## src/rtl/alu_mc.sv

```systemverilog
// alu_mc: multi-cycle handshaked ALU.
// Single-cycle ops (logic, add/sub, shifts, illegal, divide-by-zero) finish
// in the accept cycle. MUL/MULH use shift-add and DIVU/MODU use restoring
// division, one step per cycle for BITWIDTH cycles. At most one operation
// is in flight. result/flags are registered and stay unchanged until the
// next completion.
module alu_mc #(
    parameter int BITWIDTH = 8
) (
    input  logic                clk,
    input  logic                rst,
    input  logic                in_valid,
    output logic                in_ready,
    input  logic [3:0]          op,
    input  logic [BITWIDTH-1:0] opA,
    input  logic [BITWIDTH-1:0] opB,
    output logic                out_valid,
    input  logic                out_ready,
    output logic [BITWIDTH-1:0] result,
    output logic [5:0]          flags
);

    localparam int SW = (BITWIDTH > 1) ? $clog2(BITWIDTH) : 1;
    localparam int CW = SW;
    localparam int MSB = BITWIDTH - 1;
    localparam logic [CW-1:0] LAST_CNT = CW'(BITWIDTH - 1);

    localparam logic [3:0] OP_ADD  = 4'd0;
    localparam logic [3:0] OP_SUB  = 4'd1;
    localparam logic [3:0] OP_AND  = 4'd2;
    localparam logic [3:0] OP_OR   = 4'd3;
    localparam logic [3:0] OP_XOR  = 4'd4;
    localparam logic [3:0] OP_SHL  = 4'd5;
    localparam logic [3:0] OP_SHR  = 4'd6;
    localparam logic [3:0] OP_SAR  = 4'd7;
    localparam logic [3:0] OP_MUL  = 4'd8;
    localparam logic [3:0] OP_MULH = 4'd9;
    localparam logic [3:0] OP_DIVU = 4'd10;
    localparam logic [3:0] OP_MODU = 4'd11;

    localparam logic [1:0] S_IDLE = 2'd0;
    localparam logic [1:0] S_BUSY = 2'd1;
    localparam logic [1:0] S_DONE = 2'd2;

    logic [1:0]            state;
    logic [CW-1:0]         cnt;

    // Operation captured at accept; only used while BUSY.
    logic [3:0]            op_q;
    logic [BITWIDTH-1:0]   a_q;
    logic [BITWIDTH-1:0]   b_q;
    // MUL: {partial high, remaining multiplier}; DIV: {remainder, dividend/quotient}.
    logic [2*BITWIDTH-1:0] acc;

    logic                  accept;
    logic                  last_step;

    logic [BITWIDTH:0]     sum_ext;
    logic [BITWIDTH:0]     dif_ext;
    logic [BITWIDTH-1:0]   sc_res;
    logic [5:0]            sc_flags;
    logic                  sc_multi;

    logic [BITWIDTH:0]     mul_sum;
    logic [2*BITWIDTH-1:0] mul_next;
    logic [BITWIDTH:0]     div_sh;
    logic [BITWIDTH:0]     div_diff;
    logic [BITWIDTH-1:0]   div_rem;
    logic [2*BITWIDTH-1:0] div_next;
    logic [2*BITWIDTH-1:0] acc_next;
    logic                  is_div_q;
    logic [BITWIDTH-1:0]   mc_res;
    logic                  mc_carry;
    logic [5:0]            mc_flags;

    // Assemble {illegal, divzero, carry, overflow, sign, zero}.
    function automatic logic [5:0] pack_flags(
        input logic                ill,
        input logic                dz,
        input logic                cy,
        input logic                ov,
        input logic [BITWIDTH-1:0] r
    );
        return {ill, dz, cy, ov, r[MSB], (r == '0)};
    endfunction

    // Shifts by B[SW-1:0]; an amount of BITWIDTH or more saturates the result.
    function automatic logic [BITWIDTH-1:0] shift_calc(
        input logic [3:0]          code,
        input logic [BITWIDTH-1:0] a,
        input logic [BITWIDTH-1:0] b
    );
        logic signed [BITWIDTH-1:0] sa;
        logic [SW-1:0]              amt;
        logic                       big;
        sa  = a;
        amt = b[SW-1:0];
        big = (b >= BITWIDTH'(BITWIDTH));
        case (code)
            OP_SHL:  return big ? '0 : (a << amt);
            OP_SHR:  return big ? '0 : (a >> amt);
            default: return big ? {BITWIDTH{a[MSB]}} : $unsigned(sa >>> amt);
        endcase
    endfunction

    assign in_ready  = (state == S_IDLE);
    assign out_valid = (state == S_DONE);
    assign accept    = in_valid && (state == S_IDLE);
    assign last_step = (state == S_BUSY) && (cnt == LAST_CNT);

    // Single-cycle result/flags from the live inputs, plus multi-cycle decode.
    always_comb begin
        logic ill, dz, cy, ov;
        ill      = 1'b0;
        dz       = 1'b0;
        cy       = 1'b0;
        ov       = 1'b0;
        sc_res   = '0;
        sc_multi = 1'b0;
        sum_ext  = {1'b0, opA} + {1'b0, opB};
        dif_ext  = {1'b0, opA} - {1'b0, opB};
        case (op)
            OP_ADD: begin
                sc_res = sum_ext[BITWIDTH-1:0];
                cy     = sum_ext[BITWIDTH];
                ov     = (opA[MSB] == opB[MSB]) && (sum_ext[MSB] != opA[MSB]);
            end
            OP_SUB: begin
                sc_res = dif_ext[BITWIDTH-1:0];
                cy     = dif_ext[BITWIDTH];
                ov     = (opA[MSB] != opB[MSB]) && (dif_ext[MSB] != opA[MSB]);
            end
            OP_AND: sc_res = opA & opB;
            OP_OR:  sc_res = opA | opB;
            OP_XOR: sc_res = opA ^ opB;
            OP_SHL, OP_SHR, OP_SAR: sc_res = shift_calc(op, opA, opB);
            OP_MUL, OP_MULH: sc_multi = 1'b1;
            OP_DIVU: begin
                if (opB == '0) begin
                    sc_res = '1;
                    dz     = 1'b1;
                end else begin
                    sc_multi = 1'b1;
                end
            end
            OP_MODU: begin
                if (opB == '0) begin
                    sc_res = opA;
                    dz     = 1'b1;
                end else begin
                    sc_multi = 1'b1;
                end
            end
            default: ill = 1'b1;
        endcase
        sc_flags = pack_flags(ill, dz, cy, ov, sc_res);
    end

    // One shift-add or restoring-divide step, and the final result on the last step.
    always_comb begin
        mul_sum  = {1'b0, acc[2*BITWIDTH-1:BITWIDTH]} + (acc[0] ? {1'b0, a_q} : '0);
        mul_next = {mul_sum, acc[BITWIDTH-1:1]};
        div_sh   = {acc[2*BITWIDTH-1:BITWIDTH], acc[BITWIDTH-1]};
        div_diff = div_sh - {1'b0, b_q};
        div_rem  = div_diff[BITWIDTH] ? div_sh[BITWIDTH-1:0] : div_diff[BITWIDTH-1:0];
        div_next = {div_rem, acc[BITWIDTH-2:0], ~div_diff[BITWIDTH]};
        is_div_q = (op_q == OP_DIVU) || (op_q == OP_MODU);
        acc_next = is_div_q ? div_next : mul_next;
        mc_res   = '0;
        mc_carry = 1'b0;
        case (op_q)
            OP_MUL: begin
                mc_res   = mul_next[BITWIDTH-1:0];
                mc_carry = (mul_next[2*BITWIDTH-1:BITWIDTH] != '0);
            end
            OP_MULH: mc_res = mul_next[2*BITWIDTH-1:BITWIDTH];
            OP_DIVU: mc_res = div_next[BITWIDTH-1:0];
            OP_MODU: mc_res = div_next[2*BITWIDTH-1:BITWIDTH];
            default: mc_res = '0;
        endcase
        mc_flags = pack_flags(1'b0, 1'b0, mc_carry, 1'b0, mc_res);
    end

    // Control FSM and iteration counter.
    always_ff @(posedge clk or posedge rst) begin
        if (rst) begin
            state <= S_IDLE;
            cnt   <= '0;
        end else begin
            case (state)
                S_IDLE: begin
                    if (in_valid) begin
                        state <= sc_multi ? S_BUSY : S_DONE;
                        cnt   <= '0;
                    end
                end
                S_BUSY: begin
                    if (cnt == LAST_CNT) begin
                        state <= S_DONE;
                        cnt   <= '0;
                    end else begin
                        cnt <= cnt + 1'b1;
                    end
                end
                S_DONE: begin
                    if (out_ready) begin
                        state <= S_IDLE;
                    end
                end
                default: begin
                    state <= S_IDLE;
                    cnt   <= '0;
                end
            endcase
        end
    end

    // Operand capture at accept and iteration of the work register.
    always_ff @(posedge clk) begin
        if (accept) begin
            op_q <= op;
            a_q  <= opA;
            b_q  <= opB;
            acc  <= ((op == OP_DIVU) || (op == OP_MODU)) ? {{BITWIDTH{1'b0}}, opA}
                                                         : {{BITWIDTH{1'b0}}, opB};
        end else if (state == S_BUSY) begin
            acc <= acc_next;
        end
    end

    // Registered result/flags, updated only on completion.
    always_ff @(posedge clk or posedge rst) begin
        if (rst) begin
            result <= '0;
            flags  <= '0;
        end else if (accept && !sc_multi) begin
            result <= sc_res;
            flags  <= sc_flags;
        end else if (last_step) begin
            result <= mc_res;
            flags  <= mc_flags;
        end
    end

endmodule
```

## config.mk

```make
export PLATFORM = sky130hd
export DESIGN_NAME = alu_mc
export DESIGN_NICKNAME = d
export VERILOG_FILES = /design/src/rtl/alu_mc.sv
export SDC_FILE = /design/constraint.sdc
export NUM_CORES = 1
export LEC_CHECK = 0
export BUFFER_PORTS_ARGS = -buffer_cell sky130_fd_sc_hd__clkbuf_2
export CORE_UTILIZATION = 25
export DETAILED_ROUTE_END_ITERATION = 8
export HOLD_SLACK_MARGIN = 0.12
export PLACE_DENSITY = 0.45
export SETUP_SLACK_MARGIN = 0.5
export SYNTH_ARGS = -nofsm -noshare
export SYNTH_HDL_FRONTEND = slang
export SYNTH_SLANG_ARGS = --single-unit
```

## constraint.sdc

```tcl
create_clock -name clk -period 3.05 [get_ports clk]
set_clock_uncertainty 0.2 [all_clocks]
set_input_delay 0 -clock clk [delete_from_list [all_inputs] [get_ports clk]]
set_output_delay 0 -clock clk [all_outputs]
set_load 0.05 [all_outputs]
```

==> summary.txt, run 1 <==
Setup path
  • Critical path type: flop to flop
  • Setup crit start kind: flop
  • Required time of the critical path: 3.04 ns
  • Worst setup EP type: flop
  • CP arrival: 2.98 ns
  • CP Max Fanout: 5

Synthesis
  • Ys async rst share: 33.33%
  • Synth area leaders: edfxtp_1 19%, ha_1 9.5%, dfrtp_1 8.0%, nand2_1 4.1%, o21ai_0 3.8%
  • Yosys reg bits: 54
  • Synth Instances: 666
  • Post-Syn Area per Cell: 8.471 µm²
  • Top cell type's share of synthesized area: 19.16%
  • Leading area contributor after synthesis: edfxtp_1
  • Cell Area, Synth: 0.005642 mm²
  • Synth warnings: 0
  • Post-synth EDFFs: 36
  • Post-Syn Nets: 737
  • Cell variety after synth: 88
  • Predominant post-synthesis flop cell: edfxtp_1
  • Sequential fraction of the synthesis area: 27.15%

Clocking
  • Worst-skew pair later-pin latency: 0.30 ns
  • CTS Buf Count: 5
  • H-tree levels: 2
  • Clk pin slew, worst setup/hold paths: 0.07 ns
  • CTS tree: yes
  • Root buffer selected by CTS: clkbuf_16
  • Longest Clk Path Bufs: 2
  • CTS sink count: 54

GRT
  • Initial antenna violation count: 0
  • Grt total ovfl: 0
  • Global-route wire length before repair: 32170 µm
  • Vias in the first global route: 5529
  • Total track usage: 17.67%
  • Largest net degree at the start of global routing: 47

Floorplanning
  • Chip Height: 152.2 µm
  • Std-Cell Rows: 54
  • Core Region: 0.02196 mm²
  • Die ar.: 0.02317 mm²
  • Die X: 152.2 µm
  • Starting Density: 25.69%
  • I/O pin count: 40

Timing
  • Period utilization: 98.04%
  • RSZ-0062 raised after global routing: yes
  • Worst setup margin: 0.05982 ns
  • TNS Setup: 0 ns
  • Pins Over Slew Limit: 0
  • Final hold vios: 0
  • Slew @ Worst Pin: 0.8781 ns
  • Max transition margin: 40.97%
  • F_max: 334.4 MHz
  • Post-layout min period: 2.990 ns
  • Final setup fails: 0

Status
  • Failing checks: design-rule violations
  • Outcome: finished with violations

Routing
  • Post-route ant nets: 0
  • Post-Route WL: 20500 µm
  • Drt drc: 2
  • Wire per inst: 19.38 µm
  • Drt first pass iters: 7
  • DR vias: 5609
  • Vias per cell: 5.302
  • First-iteration detailed-routing DRC count: 413

Final layout
  • Fin util: 33.27%
  • Share of layout cells above drive strength 1: 26.74%
  • Area Growth Syn to Fin: 29.50%
  • Ant. Diodes: 0
  • Final nets: 848

Power
  • P_sw: 0.002912 W
  • Clock share of power: 10.2%
  • Internal: 0.003237 W
  • Power per cell area: 841.8 mW/mm²
  • Leak pwr: 2.952 nW
  • Sequential power share: 22.8%
  • Combinational Power Share: 67.0%
  • Maximum VDD drop: 0.0003051 V
  • Sw frac: 47.36%

Placement
  • GPL Wtd Cong: 0.8653
  • HPWL after DPL: 15520 µm
  • Buffers on Ports: 39
  • Place WS: 0.004903 ns

Worst hold path
  • Min-Delay Path Class: primary input to asynchronous set/reset pin

Run
  • Max Cap Viol: 0
-- power by group through the flow --
stage          clock [W]  combinational [W]  sequential, W
2_1_floorplan          0            0.00217        0.00152
3_3_place_gp           0            0.00340        0.00141
3_5_place_dp           0            0.00338        0.00141
4_1_cts         0.000633            0.00375        0.00140
5_1_grt         0.000661            0.00447        0.00146
6_report        0.000627            0.00412        0.00140
-- area by class of cell --
| class | count | area [µm²] |
|---|---|---|
| Fill cell | 2302 | 14650 |
| Multi-Input combinational cell | 531 | 4073 |
| Sequential cell | 54 | 1531 |
| Timing Repair Buffer | 139 | 1017 |
| Tap cell | 280 | 350.3 |
| Inverter | 46 | 172.7 |
| Clock buffer | 7 | 152.6 |
| Clock inverter | 1 | 8.758 |
-- logic make-up (layout without fill, tap and decap cells) --
kind of cell,count (synthesis),in the layout,share of synthesized area (%)
xor+xnor,10,10,1.553
flops,54,54,27.15
simple gates,226,226,20.89
compound gates,220,220,26.86
fa+ha+maj,47,47,10.96
mux,28,28,6.742
buf+inv,81,193,5.855
-- registers in the layout, summed over array words and instances, names as in the netlist --
name / count
a_q: 8
acc: 16
b_q: 8
cnt: 3
flags: 6
op_q: 4
result: 7
state: 2
-- metrics by stage --
step | std cells | area [µm²] | total power (W) | hold slack, ns
final | 1058 | 7306 | 0.006150 | 0.1408
after global routing | 1058 | 7306 | 0.006582 | 0.1955
after CTS | 1053 | 7111 | 0.005783 | 0.1672
after detailed placement | 1013 | 6561 | 0.004794 | -0.07032
after global placement | 1013 | 6561 | 0.004809 | -0.06025
after floorplan | 666 | 5695 | 0.003692 | -0.2614
-- critical path, cell delays in order (launching register included) --
cell and delay [ns]:
edfxtp_1 0.41, inv_2 0.10, ha_4 0.14, inv_2 0.03, fa_2 0.36, a211oi_4 0.24
o211a_1 0.21, o211ai_1 0.17, buf_4 0.20, buf_4 0.14, nand2_1 0.06, o21ai_2 0.07
o221ai_2 0.23, nor4b_2 0.08, a31o_1 0.23
-- synthesized netlist by cell type (4+ instances only) --
library cell  number
buf_1              4
nor2b_1            9
dfrtp_1           18
nand2b_1          12
a21oi_1           35
o21ai_0           43
a31oi_1           20
or3_1              4
buf_2              9
a22oi_1            4
o21ai_1            7
a211oi_1          21
nor3_1            12
nor2_1            52
clkbuf_1          19
inv_1             44
nand3b_1           6
o221ai_1           5
mux4_2             7
nand4_1            5
nand3_1           19
o31ai_1            5
xnor2_1            7
a21o_1             7
mux2_2            10
o21a_1             8
and2_1            20
fa_1               4
edfxtp_1          36
nand2_1           61
and3_1             4
ha_1              43
o211ai_1          10
mux2i_1           11
-- what timing repair did --
action                                  in CTS  in global routing
hold buffers                                22                  0
setup buffers                                9                  5
gates cloned                                 1                  0
pin swaps                                   19                 13
endpoints found under the setup margin      19                 19
endpoints found under the hold margin       47                  0
gates resized for setup                     25                 32
-- placed cells by master (no fill, tap or decap), drive strengths merged, types with 8 or more instances in the layout --
cell         count
and2            20
nor2b            9
mux2            10
inv             45
edfxtp          36
buf             78
a211oi          21
o211ai          10
o21a             8
nand2           61
dfrtp           18
nor2            54
clkbuf          46
nor3            15
nand3           19
nand2b          13
dlygate4sd3     22
a21oi           36
mux2i           11
o21ai           50
a31oi           21
ha              43
-- final timing paths --
| check | cells after the start | slack [ns] | to | from |
|---|---|---|---|---|
| worst max-delay path | 14 | 0.06 | flags[0] | acc[7] |
| worst min-delay path | 3 | 0.14 | flags[2] | rst |
| worst max register to register | 14 | 0.06 | flags[0] | acc[7] |
| worst min register to register | 1 | 0.30 | flags[5] | flags[5] |
| max in group asynchronous | 3 | 2.06 | cnt[0] | rst |
| min in group clk | 6 | 0.16 | result[2] | opA[2] |
-- per-layer routing --
layer	up-vias	part of all wire [%]	GRT usage, %
met5	-	0	0
met4	0	2.6	5.539
met3	32	3.9	1.507
met2	153	48	30.04
met1	2685	46	23.66
li1	2739	-	-
Note: power is estimated with default switching activity, not from simulation.
==> run 2, diff against run 1 <==
--- a/config.mk
+++ b/config.mk
@@ -6,7 +6,9 @@
 export NUM_CORES = 1
 export LEC_CHECK = 0
 export BUFFER_PORTS_ARGS = -buffer_cell sky130_fd_sc_hd__clkbuf_2
+export CORE_MARGIN = 2
 export CORE_UTILIZATION = 25
+export CTS_BUF_LIST = sky130_fd_sc_hd__clkbuf_8 sky130_fd_sc_hd__clkbuf_16
 export DETAILED_ROUTE_END_ITERATION = 8
 export HOLD_SLACK_MARGIN = 0.12
 export PLACE_DENSITY = 0.45
==> run 2 against run 1 <==
  * The flow now finishes without violations
  * Combinational power is essentially flat
  * Non-clock buffer count is 7 higher
  * Clock-buffer cell count shrank 2
  * Final cell count grew 0.66%
  * First-iteration DRC count is 2.2% higher
  * Sequential cell count did not move
  * Routed wire length is 1.0% lower
  * Largest cell class unchanged
  * Largest power group unchanged
==> summary.txt, run 2 (synthesized netlist as in run 1, its figures left out) <==
Setup path
  • Max stage delay cell, worst path: edfxtp_1
  • Worst setup EP type: flop
  • CP arrival: 3.06 ns
  • Top cell by count, worst path: inv_2
  • CP Max Fanout: 6
  • Crit-path max cell delay: 0.40 ns
  • Setup crit start kind: flop
  • Required time of the critical path: 3.09 ns
  • Crit-path cells: inv_2 > ha_4 > inv_2 > fa_2 > a211oi_4 > o2111ai_1 > o211ai_1 > buf_4 > mux2i_4 > a221oi_4 > nor4b_2 > a31o_1
  • Critical path type: flop to flop

Clocking
  • Root buffer selected by CTS: clkbuf_16
  • Longest Clk Path Bufs: 2
  • CTS tree: yes
  • H-tree levels: 2
  • Clk pin slew, worst setup/hold paths: 0.07 ns
  • CTS Buf Count: 5
  • CTS sink count: 54
  • Worst-skew pair later-pin latency: 0.30 ns

Power
  • Final Total Pwr: 0.006077 W
  • Clock share of power: 9.4%
  • Power per cell area: 828.1 mW/mm²
  • Leak pwr: 2.986 nW
  • Maximum VDD drop: 0.0003439 V
  • Combinational Power Share: 67.5%
  • Sw frac: 47.84%
  • P_sw: 0.002907 W
  • Sequential power share: 23.1%
  • Internal: 0.003170 W

Routing
  • Drt first pass iters: 6
  • Post-route ant nets: 0
  • First-iteration detailed-routing DRC count: 422
  • Post-Route WL: 20300 µm
  • Wl on met1: 9387 µm
  • DR vias: 5608
  • Vias per cell: 5.266
  • Wire per inst: 19.06 µm
  • Routed wl met3: 694 µm
  • DR WL met2: 9900 µm
  • Top Metal Used: met4
  • Drt drc: 0

Timing
  • Max transition margin: 31.54%
  • TNS Setup: 0 ns
  • Period utilization: 98.97%
  • Slew @ Worst Pin: 1.018 ns
  • Post-layout min period: 3.018 ns
  • F_max: 331.3 MHz
  • Final setup fails: 0
  • Final hold vios: 0
  • RSZ-0062 raised after global routing: yes
  • Pins Over Slew Limit: 0

GRT
  • Grt total ovfl: 0
  • Largest net degree at the start of global routing: 47
  • Total track usage: 17.12%
  • Vias in the first global route: 5442
  • Initial antenna violation count: 0
  • Global-route wire length before repair: 31750 µm

Final layout
  • FILL cells: 2300
  • Final nets: 855
  • Multi-input logic area: 0.004056 mm²
  • Post-route design area: 0.007338 mm²
  • Share of layout cells above drive strength 1: 25.48%
  • Regs by FF count: acc: 16 flops, a_q: 8 flops, b_q: 8 flops
  • Max reg flops: 16
  • Reg with most FFs: acc
  • Ant. Diodes: 0
  • Commonest non-fill, non-tap cell in the layout: buf_4
  • Most frequent cells in the layout: 75 x buf_4, 58 x nand2_1, 49 x nor2_1
  • Storage element area: 0.001531 mm²
  • Finished Layout Cells: 1065
  • Area Growth Syn to Fin: 30.07%

Floorplanning
  • Core Region: 0.02196 mm²
  • Starting Density: 25.69%
  • Std-Cell Rows: 54
  • Die X: 154.2 µm
  • Chip Height: 154.2 µm
  • I/O pin count: 40
  • Die ar.: 0.02378 mm²

Worst hold path
  • Min-Delay Path Class: primary input to asynchronous set/reset pin

Placement
  • Area after DPL: 0.006621 mm²
  • Placed cells: 1021
  • Buffers on Ports: 39
  • HPWL after DPL: 15610 µm
  • GPL Wtd Cong: 0.8575

Status
  • Outcome: complete, no violations

Run
  • Max Cap Viol: 0
==> run 2: cell count changes in the layout (fill, tap and decap cells not counted), moves of 2 or more <==
cell / delta
nor2_1: +2
a31oi_1: +2
xnor2_1: -2
clkbuf_8: -2
inv_1: +2
buf_4: +3
dlygate4sd3_1: +4
xnor2_2: +2
o221ai_2: -2
a31oi_2: -2
==> run 2: per-stage QoR <==
stage	utilization, %	hold WS [ns]	setup slack [ns]
finish	33.42	0.1420	0.03156
global route	33.42	0.2254	-0.1236
CTS	32.74	0.1630	0.06458
detailed placement	30.15	-0.06870	-0.09003
global placement	30.15	-0.05581	-0.07990
floorplan	-	-0.2614	0.2213
==> run 2: worst paths after layout <==
check	from	end	slack, ns	cells after the start
max	acc[7]	flags[0]	0.03	12
min	rst	flags[2]	0.14	3
max reg2reg	acc[7]	flags[0]	0.03	12
min reg2reg	result[4]	result[4]	0.30	2
max in group asynchronous	rst	flags[3]	2.07	3
min in group clk	opB[1]	acc[1]	0.20	4
==> run 2: per-layer routing <==
layer | GRT usage, % | vias up
li1 | - | 2745
met1 | 23.04 | 2715
met2 | 30.22 | 131
met3 | 1.205 | 17
met4 | 3.694 | 0
met5 | 0 | -
==> run 2: cell type report <==
type,count,share of cell area (%)
Clock buffer,5,1.705
Inverter,46,2.353
Clock inverter,3,0.2217
Multi-Input combinational cell,531,55.28
Timing Repair Buffer,146,14.80
Tap cell,280,4.774
Sequential cell,54,20.87
==> run 2: what timing repair did <==
action / 4_1_cts / 5_1_grt
pin swaps: 16 / 11
gates cloned: 1 / 0
gates resized for setup: 26 / 27
setup endpoints to repair: 19 / 19
hold endpoints to repair: 51 / 0
setup buffers: 5 / 4
hold buffers: 26 / 0
==> run 2: critical path, delay by kind of cell (launching register included) <==
family	cells	cell delay, ns
AOI/OAI and AO/OA	5	0.88
and+or+nand+nor	1	0.27
buffers and inverters	3	0.36
DFF	1	0.40
adders and majority gates	2	0.50
muxes	1	0.33
==> run 2: power groups by stage <==
stage	clock (W)	combinational, W	sequential (W)
floorplan	0	0.00217	0.00152
global placement	0	0.00342	0.00141
detailed placement	0	0.00341	0.00141
CTS	0.000585	0.00380	0.00140
global route	0.000613	0.00443	0.00145
finish	0.000574	0.00410	0.00140
